<file path="src/rtl/dsp_sys_arr_pkg.sv">
`default_nettype none
// ============================================================================
//  Module      : dsp_sys_arr_pkg
//  Description : Shared types and constants for the DSP systolic array and
//                its result-drain stage.
//  Revision    : 1.0 - initial release
// ============================================================================
package dsp_sys_arr_pkg;

    typedef logic [31:0] word_t;

    typedef struct packed {
        logic        sign;
        logic [7:0]  exponent;
        logic [22:0] mantissa;
    } single_float;

    typedef struct packed {
        single_float data;
        logic        dirty;
    } float_reg;

    typedef struct packed {
        logic overflow;
        logic underflow;
    } error;

    typedef struct packed {
        single_float data;
    } drain_entry_t;

    localparam int DRAIN_DEPTH = 4;

    function automatic word_t float_to_word(input single_float f);
        return word_t'(f);
    endfunction

endpackage
`default_nettype wire

</file>
<file path="src/rtl/drain_fifo.sv">
`default_nettype none
// ============================================================================
//  Module      : drain_fifo
//  Description : Single-column synchronous FIFO holding drained PE results.
//  Revision    : 1.0 - initial release
// ============================================================================
module drain_fifo
    import dsp_sys_arr_pkg::*;
#(
    parameter int DEPTH = DRAIN_DEPTH
) (
    input  logic                     clk,
    input  logic                     n_rst,
    input  logic                     push_i,
    input  logic                     pop_i,
    input  drain_entry_t             wdata_i,
    output drain_entry_t             rdata_o,
    output logic [$clog2(DEPTH):0]   count_o,
    output logic                     full_o,
    output logic                     empty_o
);

    localparam int c_AW = $clog2(DEPTH);
    localparam logic [c_AW:0]   c_FULL    = (c_AW+1)'(DEPTH);
    localparam logic [c_AW:0]   c_CNT_ONE = (c_AW+1)'(1);
    localparam logic [c_AW-1:0] c_PTR_ONE = c_AW'(1);

    drain_entry_t    mem_q [DEPTH];
    logic [c_AW-1:0] wr_ptr_q, wr_ptr_d;
    logic [c_AW-1:0] rd_ptr_q, rd_ptr_d;
    logic [c_AW:0]   count_q, count_d;
    logic            w_push_ok;
    logic            w_pop_ok;

    assign full_o  = (count_q == c_FULL);
    assign empty_o = (count_q == '0);
    assign count_o = count_q;
    assign rdata_o = mem_q[rd_ptr_q];

    // A full FIFO still accepts a push when the head leaves in the same cycle.
    assign w_push_ok = push_i && (!full_o || pop_i);
    assign w_pop_ok  = pop_i && !empty_o;

    always_comb begin
        wr_ptr_d = wr_ptr_q;
        rd_ptr_d = rd_ptr_q;
        count_d  = count_q;
        if (w_push_ok) begin
            wr_ptr_d = wr_ptr_q + c_PTR_ONE;
        end
        if (w_pop_ok) begin
            rd_ptr_d = rd_ptr_q + c_PTR_ONE;
        end
        case ({w_push_ok, w_pop_ok})
            2'b10:   count_d = count_q + c_CNT_ONE;
            2'b01:   count_d = count_q - c_CNT_ONE;
            default: count_d = count_q;
        endcase
    end

    always_ff @(posedge clk or negedge n_rst) begin
        if (!n_rst) begin
            wr_ptr_q <= '0;
            rd_ptr_q <= '0;
            count_q  <= '0;
        end else begin
            wr_ptr_q <= wr_ptr_d;
            rd_ptr_q <= rd_ptr_d;
            count_q  <= count_d;
        end
    end

    always_ff @(posedge clk) begin
        if (w_push_ok) begin
            mem_q[wr_ptr_q] <= wdata_i;
        end
    end

endmodule
`default_nettype wire

</file>
<file path="src/rtl/sys_arr_drain.sv">
`default_nettype none
// ============================================================================
//  Module      : sys_arr_drain
//  Description : Buffers systolic-array column results and serialises them
//                round-robin onto one valid/ready stream with sticky status.
//  Revision    : 1.0 - initial release
// ============================================================================
module sys_arr_drain
    import dsp_sys_arr_pkg::*;
#(
    parameter int N     = 4,
    parameter int DEPTH = DRAIN_DEPTH
) (
    input  logic                   clk,
    input  logic                   n_rst,
    input  float_reg [N-1:0]       col_in,
    input  error     [N-1:0]       col_err,
    output logic                   stall,
    output word_t                  out_data,
    output logic [$clog2(N)-1:0]   out_col,
    output logic                   out_valid,
    input  logic                   out_ready,
    input  logic                   clr_err,
    output logic                   err_ovf,
    output logic                   err_unf,
    output logic                   err_drop
);

    localparam int c_CW   = $clog2(N);
    localparam int c_CNTW = $clog2(DEPTH) + 1;
    localparam logic [c_CNTW-1:0] c_STALL_LVL = c_CNTW'(DEPTH - 1);
    localparam logic [c_CW-1:0]   c_LAST_COL  = c_CW'(N - 1);
    localparam logic [c_CW-1:0]   c_COL_ONE   = c_CW'(1);

    drain_entry_t      w_rdata [N];
    logic [c_CNTW-1:0] w_count [N];
    logic [N-1:0]      w_full;
    logic [N-1:0]      w_empty;
    logic [N-1:0]      w_push;
    logic [N-1:0]      w_pop;

    logic              w_load;
    logic              w_found;
    logic [c_CW-1:0]   w_gnt;
    logic              w_stall;
    logic              w_ovf_set, w_unf_set, w_drop_set;

    logic              out_valid_q, out_valid_d;
    word_t             out_data_q,  out_data_d;
    logic [c_CW-1:0]   out_col_q,   out_col_d;
    logic [c_CW-1:0]   rr_q,        rr_d;
    logic              err_ovf_q,   err_ovf_d;
    logic              err_unf_q,   err_unf_d;
    logic              err_drop_q,  err_drop_d;

    generate
        for (genvar i = 0; i < N; i++) begin : g_col
            drain_entry_t w_wdata;
            assign w_wdata.data = col_in[i].data;
            assign w_push[i]    = col_in[i].dirty;

            drain_fifo #(
                .DEPTH (DEPTH)
            ) u_fifo (
                .clk     (clk),
                .n_rst   (n_rst),
                .push_i  (w_push[i]),
                .pop_i   (w_pop[i]),
                .wdata_i (w_wdata),
                .rdata_o (w_rdata[i]),
                .count_o (w_count[i]),
                .full_o  (w_full[i]),
                .empty_o (w_empty[i])
            );
        end
    endgenerate

    assign w_load = !out_valid_q || out_ready;

    // Cyclic search for the first non-empty column starting at rr.
    always_comb begin
        int idx;
        idx     = 0;
        w_found = 1'b0;
        w_gnt   = '0;
        w_pop   = '0;
        for (int k = 0; k < N; k++) begin
            idx = int'(rr_q) + k;
            if (idx >= N) begin
                idx = idx - N;
            end
            if (!w_found && !w_empty[idx]) begin
                w_found = 1'b1;
                w_gnt   = c_CW'(idx);
            end
        end
        if (w_load && w_found) begin
            w_pop[w_gnt] = 1'b1;
        end
    end

    always_comb begin
        out_valid_d = out_valid_q;
        out_data_d  = out_data_q;
        out_col_d   = out_col_q;
        rr_d        = rr_q;
        if (w_load) begin
            if (w_found) begin
                out_valid_d = 1'b1;
                out_data_d  = float_to_word(w_rdata[w_gnt].data);
                out_col_d   = w_gnt;
                rr_d        = (w_gnt == c_LAST_COL) ? '0 : w_gnt + c_COL_ONE;
            end else begin
                out_valid_d = 1'b0;
            end
        end
    end

    always_comb begin
        w_stall    = 1'b0;
        w_ovf_set  = 1'b0;
        w_unf_set  = 1'b0;
        w_drop_set = 1'b0;
        for (int i = 0; i < N; i++) begin
            if (w_count[i] >= c_STALL_LVL) begin
                w_stall = 1'b1;
            end
            if (col_in[i].dirty) begin
                w_ovf_set = w_ovf_set | col_err[i].overflow;
                w_unf_set = w_unf_set | col_err[i].underflow;
                if (w_full[i] && !w_pop[i]) begin
                    w_drop_set = 1'b1;
                end
            end
        end
        err_ovf_d  = clr_err ? 1'b0 : (err_ovf_q  | w_ovf_set);
        err_unf_d  = clr_err ? 1'b0 : (err_unf_q  | w_unf_set);
        err_drop_d = clr_err ? 1'b0 : (err_drop_q | w_drop_set);
    end

    always_ff @(posedge clk or negedge n_rst) begin
        if (!n_rst) begin
            out_valid_q <= 1'b0;
            out_data_q  <= '0;
            out_col_q   <= '0;
            rr_q        <= '0;
            err_ovf_q   <= 1'b0;
            err_unf_q   <= 1'b0;
            err_drop_q  <= 1'b0;
        end else begin
            out_valid_q <= out_valid_d;
            out_data_q  <= out_data_d;
            out_col_q   <= out_col_d;
            rr_q        <= rr_d;
            err_ovf_q   <= err_ovf_d;
            err_unf_q   <= err_unf_d;
            err_drop_q  <= err_drop_d;
        end
    end

    assign stall     = w_stall;
    assign out_valid = out_valid_q;
    assign out_data  = out_data_q;
    assign out_col   = out_col_q;
    assign err_ovf   = err_ovf_q;
    assign err_unf   = err_unf_q;
    assign err_drop  = err_drop_q;

endmodule
`default_nettype wire

</file>
<file path="config.mk">
export PLATFORM = sky130hd
export DESIGN_NAME = sys_arr_drain
export DESIGN_NICKNAME = d
export VERILOG_FILES = /design/src/rtl/dsp_sys_arr_pkg.sv /design/src/rtl/drain_fifo.sv /design/src/rtl/sys_arr_drain.sv
export SDC_FILE = /design/constraint.sdc
export NUM_CORES = 1
export LEC_CHECK = 0
export ABC_AREA = 1
export ABC_CLOCK_PERIOD_IN_PS = 4300
export CAP_MARGIN = 20
export CORE_UTILIZATION = 58
export DETAILED_ROUTE_END_ITERATION = 16
export HOLD_SLACK_MARGIN = 0.1
export PLACE_DENSITY = 0.79
export SYNTH_ARGS = -nofsm -noshare
export SYNTH_HDL_FRONTEND = slang
export SYNTH_SLANG_ARGS = --single-unit
</file>
<file path="constraint.sdc">
create_clock -name clk -period 4.3 [get_ports clk]
set_clock_uncertainty 0.15 [all_clocks]
set_input_delay 0.86 -clock clk [delete_from_list [all_inputs] [get_ports clk]]
set_output_delay 0.86 -clock clk [all_outputs]
set_load 0.01 [all_outputs]
</file>
# Word level (Yosys, flattened, before mapping)
# Memory sizes are Yosys's and may differ from the RTL's.
# Index checks and enable logic that the tools add are counted.
word_totals:
  regBits: 68
  latchBits: 0
  mem_bits_rw: 512
  romBits: 0
  out_inout_bits: 39
  word_cells: 201
  mem_count: 4
memory_table:
  columns: ["name", "words", "word_bits", "read_ports", "rd_ports_with_merged_regs", "wr", "line_no", "text"]
  rows:
  - ["g_col[0].u_fifo.mem_q", 4, 32, 1, 0, 1, "drain_fifo.sv:28", "drain_entry_t mem_q [DEPTH];"]
  - ["g_col[1].u_fifo.mem_q", 4, 32, 1, 0, 1, "drain_fifo.sv:28", null]
  - ["g_col[2].u_fifo.mem_q", 4, 32, 1, 0, 1, "drain_fifo.sv:28", null]
  - ["g_col[3].u_fifo.mem_q", 4, 32, 1, 0, 1, "drain_fifo.sv:28", null]
op_classes:
  add_sub_neg: 24
  multipliers: 0
  n_div: 0
  magnitude_cmp: 15
  n_eq_ne: 13
  shift: 0
  n_mux: 67
  bitwise: 10
  n_reduce_logical: 49
op_table:
  columns: ["cell", "n"]
  rows:
  - ["two-way mux 32 bit", 6]
  - ["< comparator 32 x 4 -> 1 bit, second input constant", 4]
  - ["binary-select mux 32 bit (select 2 bit)", 1]
  - ["two-way mux 1 bit", 45]
  - ["one-hot mux 3 bit (2 select lines)", 4]
  - ["adder 2 x 1 -> 2 bit, second input constant", 9]
  - ["zero test 1 bit", 18]
  - ["logical AND 1 bit", 17]
  - ["adder 3 x 1 -> 3 bit, second input constant", 4]
  - ["equality test 3 bit, second input constant", 4]
  - ["greater-or-equal comparator 3 x 2 -> 1 bit, second input constant", 4]
  - ["greater-or-equal comparator 3 bit, second input constant", 4]
  - ["zero test 3 bit", 4]
  - ["subtractor 3 x 1 -> 3 bit, second input constant", 4]
  - ["subtractor 3 x 3 -> 4 bit, second input constant", 3]
  - ["equality test 2 bit, second input constant", 5]
  - ["two-way mux 2 bit", 5]
  - ["OR 1 bit", 9]
  - ["binary-select mux 1 bit (select 2 bit)", 4]
  - ["equality test 2 x 1 -> 1 bit, second input constant", 4]
  - ["nonzero test 2 bit", 4]
  - ["adder 2 x 2 -> 3 bit, second input constant", 2]
  - ["logical OR 1 bit", 5]
  - ["two-way mux 4 bit", 1]
  - ["8 further kinds", 8]

# Longest topological paths before layout
logic_depth:
  depth_word: 32
  depth_mapped: 24
  depth_no_buf: 21

# Hierarchy
# A second synthesis with hierarchy kept.
hier_totals:
  cells_unflattened: 2136
  area_unflattened_um2: 24603.6
modules_own_cells:
  columns: ["mod", "n_inst", "cells_each", "area_each_um2", "seq_area_each_um2"]
  rows:
  - ["drain_fifo", 4, 405, 5365.1, 4018.9]
  - ["sys_arr_drain", 1, 516, 3143.0, 1001.0]

# Worst setup path after synthesis
# No wires, ideal clock.
synth_timing:
  path_type: "reg2reg"
  from: "reg rr_q[0]"
  to: "mem g_col[0].u_fifo.mem_q[0][0] (netlist name) (enable)"
  setup_time_ns: 0.421
  arrival_time_ns: 3.382
  required_time_ns: 3.729
  path_slack_ns: 0.347
  stages_incl_launch_ff: 18
  n_path_buf: 3
  path_cell_list: "dfrtp_1 buf_6 inv_2 nand3_1 nand3_2 nand2_2 nor2_4 nand3_2 nand2_2 nand2_2 buf_6 buf_6 inv_2 ha_1 nand3_1 nand3_1 nand2_1 nor2_1"
synth_via:
  elab_chain_len: 24
synth_lines:
  columns: ["element", "line_no", "text"]
  rows:
  - ["from (decl)", "sys_arr_drain.sv:51", "logic [c_CW-1:0] rr_q, rr_d;"]
  - ["from (signal assigned)", "sys_arr_drain.sv:154", "rr_q <= rr_d;"]
  - ["adder 2 x 1 -> 3 bit", "sys_arr_drain.sv:88", "idx = int'(rr_q) + k;"]
  - ["subtractor 3 x 3 -> 4 bit or greater-or-equal comparator 3 bit (tied branches)", "sys_arr_drain.sv:90, sys_arr_drain.sv:89", null]
  - ["two-way mux 32 bit", "sys_arr_drain.sv:89", "if (idx >= N) begin"]
  - ["binary-select mux 1 bit (select 2 bit)", "sys_arr_drain.sv:92", "if (!w_found && !w_empty[idx]) begin"]
  - ["two-way mux 1 bit (not written as such) (2 in a row)", "sys_arr_drain.sv:92", null]
  - ["zero test 1 bit", "sys_arr_drain.sv:92", null]
  - ["logical AND 1 bit", "sys_arr_drain.sv:92", null]
  - ["two-way mux 1 bit", "sys_arr_drain.sv:92", null]
  - ["[... 6 more ...]", null, null]
  - ["named net w_gnt[0]", "sys_arr_drain.sv:44", "logic [c_CW-1:0] w_gnt;"]
  - ["[... 1 more ...]", null, null]
  - ["logical AND 1 bit (not written as such)", "sys_arr_drain.sv:98", "w_pop[w_gnt] = 1'b1;"]
  - ["two-way mux 1 bit (not written as such)", "sys_arr_drain.sv:98", null]
  - ["demux 1 bit (select 2 bit) (*)", "sys_arr_drain.sv:98", null]
  - ["two-way mux 4 bit (*)", "sys_arr_drain.sv:97", "if (w_load && w_found) begin"]
  - ["logical OR 1 bit (*)", "drain_fifo.sv:41", "assign w_push_ok = push_i && (!full_o || pop_i);"]
  - ["logical AND 1 bit (*)", "drain_fifo.sv:41", null]
  - ["two-way mux 1 bit (*)", "drain_fifo.sv:74", "if (w_push_ok) begin"]
  - ["two-way mux 1 bit (not written as such) (*)", "drain_fifo.sv:75", "mem_q[wr_ptr_q] <= wdata_i;"]
  - ["to (decl)", "drain_fifo.sv:28", null]
# Mark *: on every way through the listed nets, which the timed path passes. The rest lies on a longest branch. The select of a mux whose other input is x is not followed.

# Final worst setup path
layout_timing:
  from: "reg rr_q[0]"
  to: "reg g_col[0].u_fifo.count_q[2]"
layout_via:
  elab_chain_len: 24
layout_lines:
  columns: ["element", "line_no", "text"]
  rows:
  - ["adder 2 x 1 -> 3 bit", "sys_arr_drain.sv:88", null]
  - ["subtractor 3 x 3 -> 4 bit or greater-or-equal comparator 3 bit (tied branches)", "sys_arr_drain.sv:90, sys_arr_drain.sv:89", null]
  - ["two-way mux 32 bit", "sys_arr_drain.sv:89", null]
  - ["binary-select mux 1 bit (select 2 bit)", "sys_arr_drain.sv:92", null]
  - ["two-way mux 1 bit (not written as such) (2 in a row)", "sys_arr_drain.sv:92", null]
  - ["zero test 1 bit", "sys_arr_drain.sv:92", null]
  - ["logical AND 1 bit", "sys_arr_drain.sv:92", null]
  - ["two-way mux 1 bit", "sys_arr_drain.sv:92", null]
  - ["[... 7 more ...]", null, null]
  - ["logical AND 1 bit (not written as such)", "sys_arr_drain.sv:98", null]
  - ["two-way mux 1 bit (not written as such)", "sys_arr_drain.sv:98", null]
  - ["demux 1 bit (select 2 bit)", "sys_arr_drain.sv:98", null]
  - ["two-way mux 4 bit (*)", "sys_arr_drain.sv:97", null]
  - ["logical OR 1 bit", "drain_fifo.sv:41", null]
  - ["logical AND 1 bit", "drain_fifo.sv:41", null]
  - ["equality test 2 x 1 -> 1 bit or equality test 2 bit (tied branches)", "drain_fifo.sv:54", "case ({w_push_ok, w_pop_ok})"]
  - ["one-hot mux 3 bit (2 select lines) or nonzero test 2 bit (tied branches)", null, null]
  - ["to (signal assigned)", "drain_fifo.sv:69", "count_q <= count_d;"]
  - ["to (decl)", "drain_fifo.sv:31", "logic [c_AW:0] count_q, count_d;"]
# Mark *: on every way between the ends. The rest lies on a longest branch, timed or not. The select of a mux whose other input is x is not followed.
# A chain may end at the register's enable or synchronous reset.

==> results.py <==
metrics = {
    "synth": {
        "synth_xor_area_share_pct": 0.842,
        "mappedNetlistArea_um2": 23800,
        "synthAdderAreaFrac_pct": 1.60,
        "synth_edf_count": 512,
        "synth_top_family_by_area": "simple AND/OR/NAND/NOR gates",
        "synth-compound-area-share_pct": 8.75,
        "synth_seq_cells": 580,
        "yosys.area.top_type_share_pct": 64.6,
        "ys_warn_count": 0,
        "synth_common_cells": "613 x nand2_1, 512 x edfxtp_1, 154 x nand3_1",
        "synth-async-reset-ratio_pct": 11.7,
        "synth_top_flop_cell": "edfxtp_1",
        "syn_nets": 2075,
        "ys_seq_area_share_pct": 71.8,
        "synth_cell_type_count": 32,
        "yosysMostFrequentCell": "nand2_1",
        "yosys.area_share.simple_pct": 13.9,
        "synth_top_area_cell": "edfxtp_1",
        "avgSynthCellArea_um2": 12.5,
        "synthCells": 1903,
        "synth_area_leaders": "edfxtp_1 65%, nand2_1 9.7%, dfrtp_1 7.2%",
        "synthMuxAreaShare_pct": 0,
    },
    "clocking": {
        "postCtsSetupBuffers": 0,
        "cts-root-buf": "clkbuf_16",
        "cts_tree": "yes",
        "clock-sinks": 580,
        "clk_pin_slew_ps": 60,
        "cts-buffers-inserted": 56,
        "cts.path.max_buffers": 3,
        "cts.hold.buffers_added": 0,
        "cts-resized-gates": 0,
        "ctsHtreeMaxLevel": 2,
        "clk_latency_ps": 610,
    },
    "floorplan": {
        "fp.coreArea_um2": 40100,
        "die_x_um": 204,
        "initial_utilization_pct": 59.3,
        "die_h_um": 204,
        "ios": 183,
        "row_count": 73,
        "design.die.area_um2": 41800,
    },
    "setup_path": {
        "required_ps": 4620,
        "crit_fanout": 9,
        "worstReg2RegEnd": "g_col[0].u_fifo.count_o[2]$_DFFE_PN0P_",
        "path_class": "reg2reg",
        "crit_path_end_kind": "flop",
        "reg2regPathDepth": 21,
        "critPathMostFrequentCell": "nand2_1",
        "cp.arrival_ps": 4050,
        "critPathSlowestCell": "dfrtp_1",
        "cp.buffers_inverters": 3,
        "r2r_start": "rr_q[0]$_DFFE_PN0N_",
        "cp-start-kind": "flop",
        "r2r_slack_ps": 570,
        "critical_path.cell_chain": "inv_2 > nand3_1 > nand2_1 > nand2_1 > nand2_1 > nand2_1 > nand2_1 > nor2_1 > nand2_2 > nand2_2 > inv_2 > ha_1 > nand3_1 > nand3_1 > nand2_1 > ha_1 > inv_1 > fa_1 > a21oi_1 > o21ai_0 > xor2_1",
        "crit_family": "simple AND/OR/NAND/NOR gates",
        "critPathMaxStageDelay_ps": 590,
    },
    "sta": {
        "slew_headroom_pct": 31.9,
        "fmaxAchievable_ghz": 0.268,
        "setup_viol": 0,
        "rsz0062_at_grt": "no",
        "setup_slack_ps": 573,
        "tns_ps": 0,
        "fin_crit_ps": 3730,
        "worstMarginPinSlew_ps": 1020,
        "finalHoldViolCount": 0,
        "maxSlewViolCount": 0,
        "timing.final.crit_share_pct": 86.7,
    },
    "global_routing": {
        "grt_overflow": 0,
        "grt_pass1_wl_um": 88000,
        "grt.total_usage_pct": 28.2,
        "grt_antenna_before_repair": 0,
        "grt_max_degree": 69,
        "grt_pass1_vias": 15383,
    },
    "layout": {
        "fin_nets": 2235,
        "fillerInstances": 2671,
        "layout.cells.non_filler": 2635,
        "drive_gt1_share_pct": 7.68,
        "area_growth_pct": 17.8,
    },
    "routing": {
        "via_count": 15947,
        "drc": 0,
        "drt-total-wl_um": 58400,
        "routed_via_density": 6.05,
        "antenna_left": 0,
        "drtIter0Drc": 1962,
        "avgRoutedWirePerCell_um": 22.2,
        "dr.pass1.iters": 6,
    },
    "power": {
        "cellPowerDensity_nw_per_um2": 804,
        "p_leak_nw": 10.3,
        "finalPower_mw": 22.5,
        "peakVddDrop_uv": 847,
    },
    "place": {
        "hpwl_um": 35700,
        "gp_congestion": 0.834,
        "place_inst": 2526,
        "io_buffers": 182,
        "dp_worst_setup_slack_ps": 671,
    },
    "run": {
        "maxCapViolations": 0,
    },
    "min_path": {
        "hp-class": "in2async",
    },
    "run_status": {
        "status": "complete, no violations",
    },
}
==> how the worst max path moves through the flow <==
stage	start	depth (start not counted)	slack (ps)	to
after floorplan	rr_q[0]$_DFFE_PN0N_	17	350	g_col[0].u_fifo.mem_q[0][0]$_DFFE_PP_
after global placement	rr_q[0]$_DFFE_PN0N_	20	840	g_col[0].u_fifo.count_o[2]$_DFFE_PN0P_
after detailed placement	rr_q[0]$_DFFE_PN0N_	21	670	g_col[0].u_fifo.count_o[2]$_DFFE_PN0P_
after CTS	rr_q[0]$_DFFE_PN0N_	21	660	g_col[0].u_fifo.count_o[2]$_DFFE_PN0P_
after global routing	rr_q[0]$_DFFE_PN0N_	21	330	g_col[2].u_fifo.count_o[2]$_DFFE_PN0P_
final	rr_q[0]$_DFFE_PN0N_	21	570	g_col[0].u_fifo.count_o[2]$_DFFE_PN0P_
==> final cells by class <==
cell class                      instances  area (um2)  area share (%)
Sequential cell                       580       17100            61.0
Multi-Input combinational cell       1150        6000            21.4
Timing Repair Buffer                  218        2150            7.68
Clock buffer                           84        1630            5.81
Tap cell                              525         657            2.34
Clock inverter                         20         272           0.969
Inverter                               57         214           0.764
Antenna cell                            1        2.50         0.00893
==> where the power goes <==
group          internal [mW]  switching, mW
Clock                   2.97           2.04
Sequential              7.60          0.593
Combinational           3.03           6.28
Total                   13.6           8.91
==> routing by layer <==
layer / GRT usage (%) / vias up / share of wire [%]
li1: - / 7175 / -
met1: 39.0 / 7772 / 39
met2: 44.5 / 881 / 48
met3: 5.07 / 119 / 9.5
met4: 11.4 / 0 / 3.7
met5: 0 / - / 0
==> logic make-up after synthesis <==
kind of cell	count (synthesis)
buf+inv	173
flops	580
fa+ha+maj	28
compound gates	285
xor+xnor	22
simple gates	815
==> stage by stage <==
step | area, um2 | hold slack [ps] | util [%]
after CTS | 27900 | 300 | 69.7
after global routing | 28000 | 330 | 69.9
after global placement | 26000 | 317 | 64.9
after detailed placement | 26000 | 314 | 64.9
after floorplan | 23800 | 318 | -
final | 28000 | 255 | 69.9
==> sequential cells by signal, summed over array words and instances (netlist names) <==
| register | cells |
|---|---|
| err_unf | 1 |
| g_col.u_fifo.rd_ptr_q | 8 |
| out_col | 2 |
| rr_q | 2 |
| out_valid | 1 |
| g_col.u_fifo.count_o | 12 |
| err_ovf | 1 |
| g_col.u_fifo.mem_q | 512 |
| out_data | 32 |
| err_drop | 1 |
| g_col.u_fifo.wr_ptr_q | 8 |
==> cell usage in the layout (no fill, tap or decap), types with 4 or more instances in the layout <==
master	synthesis	routed
o21ai_0	11	11
nand3_1	154	154
clkinv_1	1	4
xnor2_1	7	7
dfrtp_1	68	62
a32o_1	128	128
nor2_2	1	17
buf_4	7	32
clkbuf_16	0	57
fa_1	4	4
clkinv_2	0	8
a21oi_1	141	141
nand2_1	613	612
dfrtp_2	0	6
inv_2	6	7
nand2_2	4	5
buf_12	0	5
xor2_1	14	14
clkdlybuf4s50_1	0	181
inv_1	50	48
bufinv_16	0	6
clkbuf_1	73	17
ha_1	24	24
edfxtp_1	512	512
clkbuf_8	0	10
nor2_1	35	19
Power figures use the tool's default switching activity.
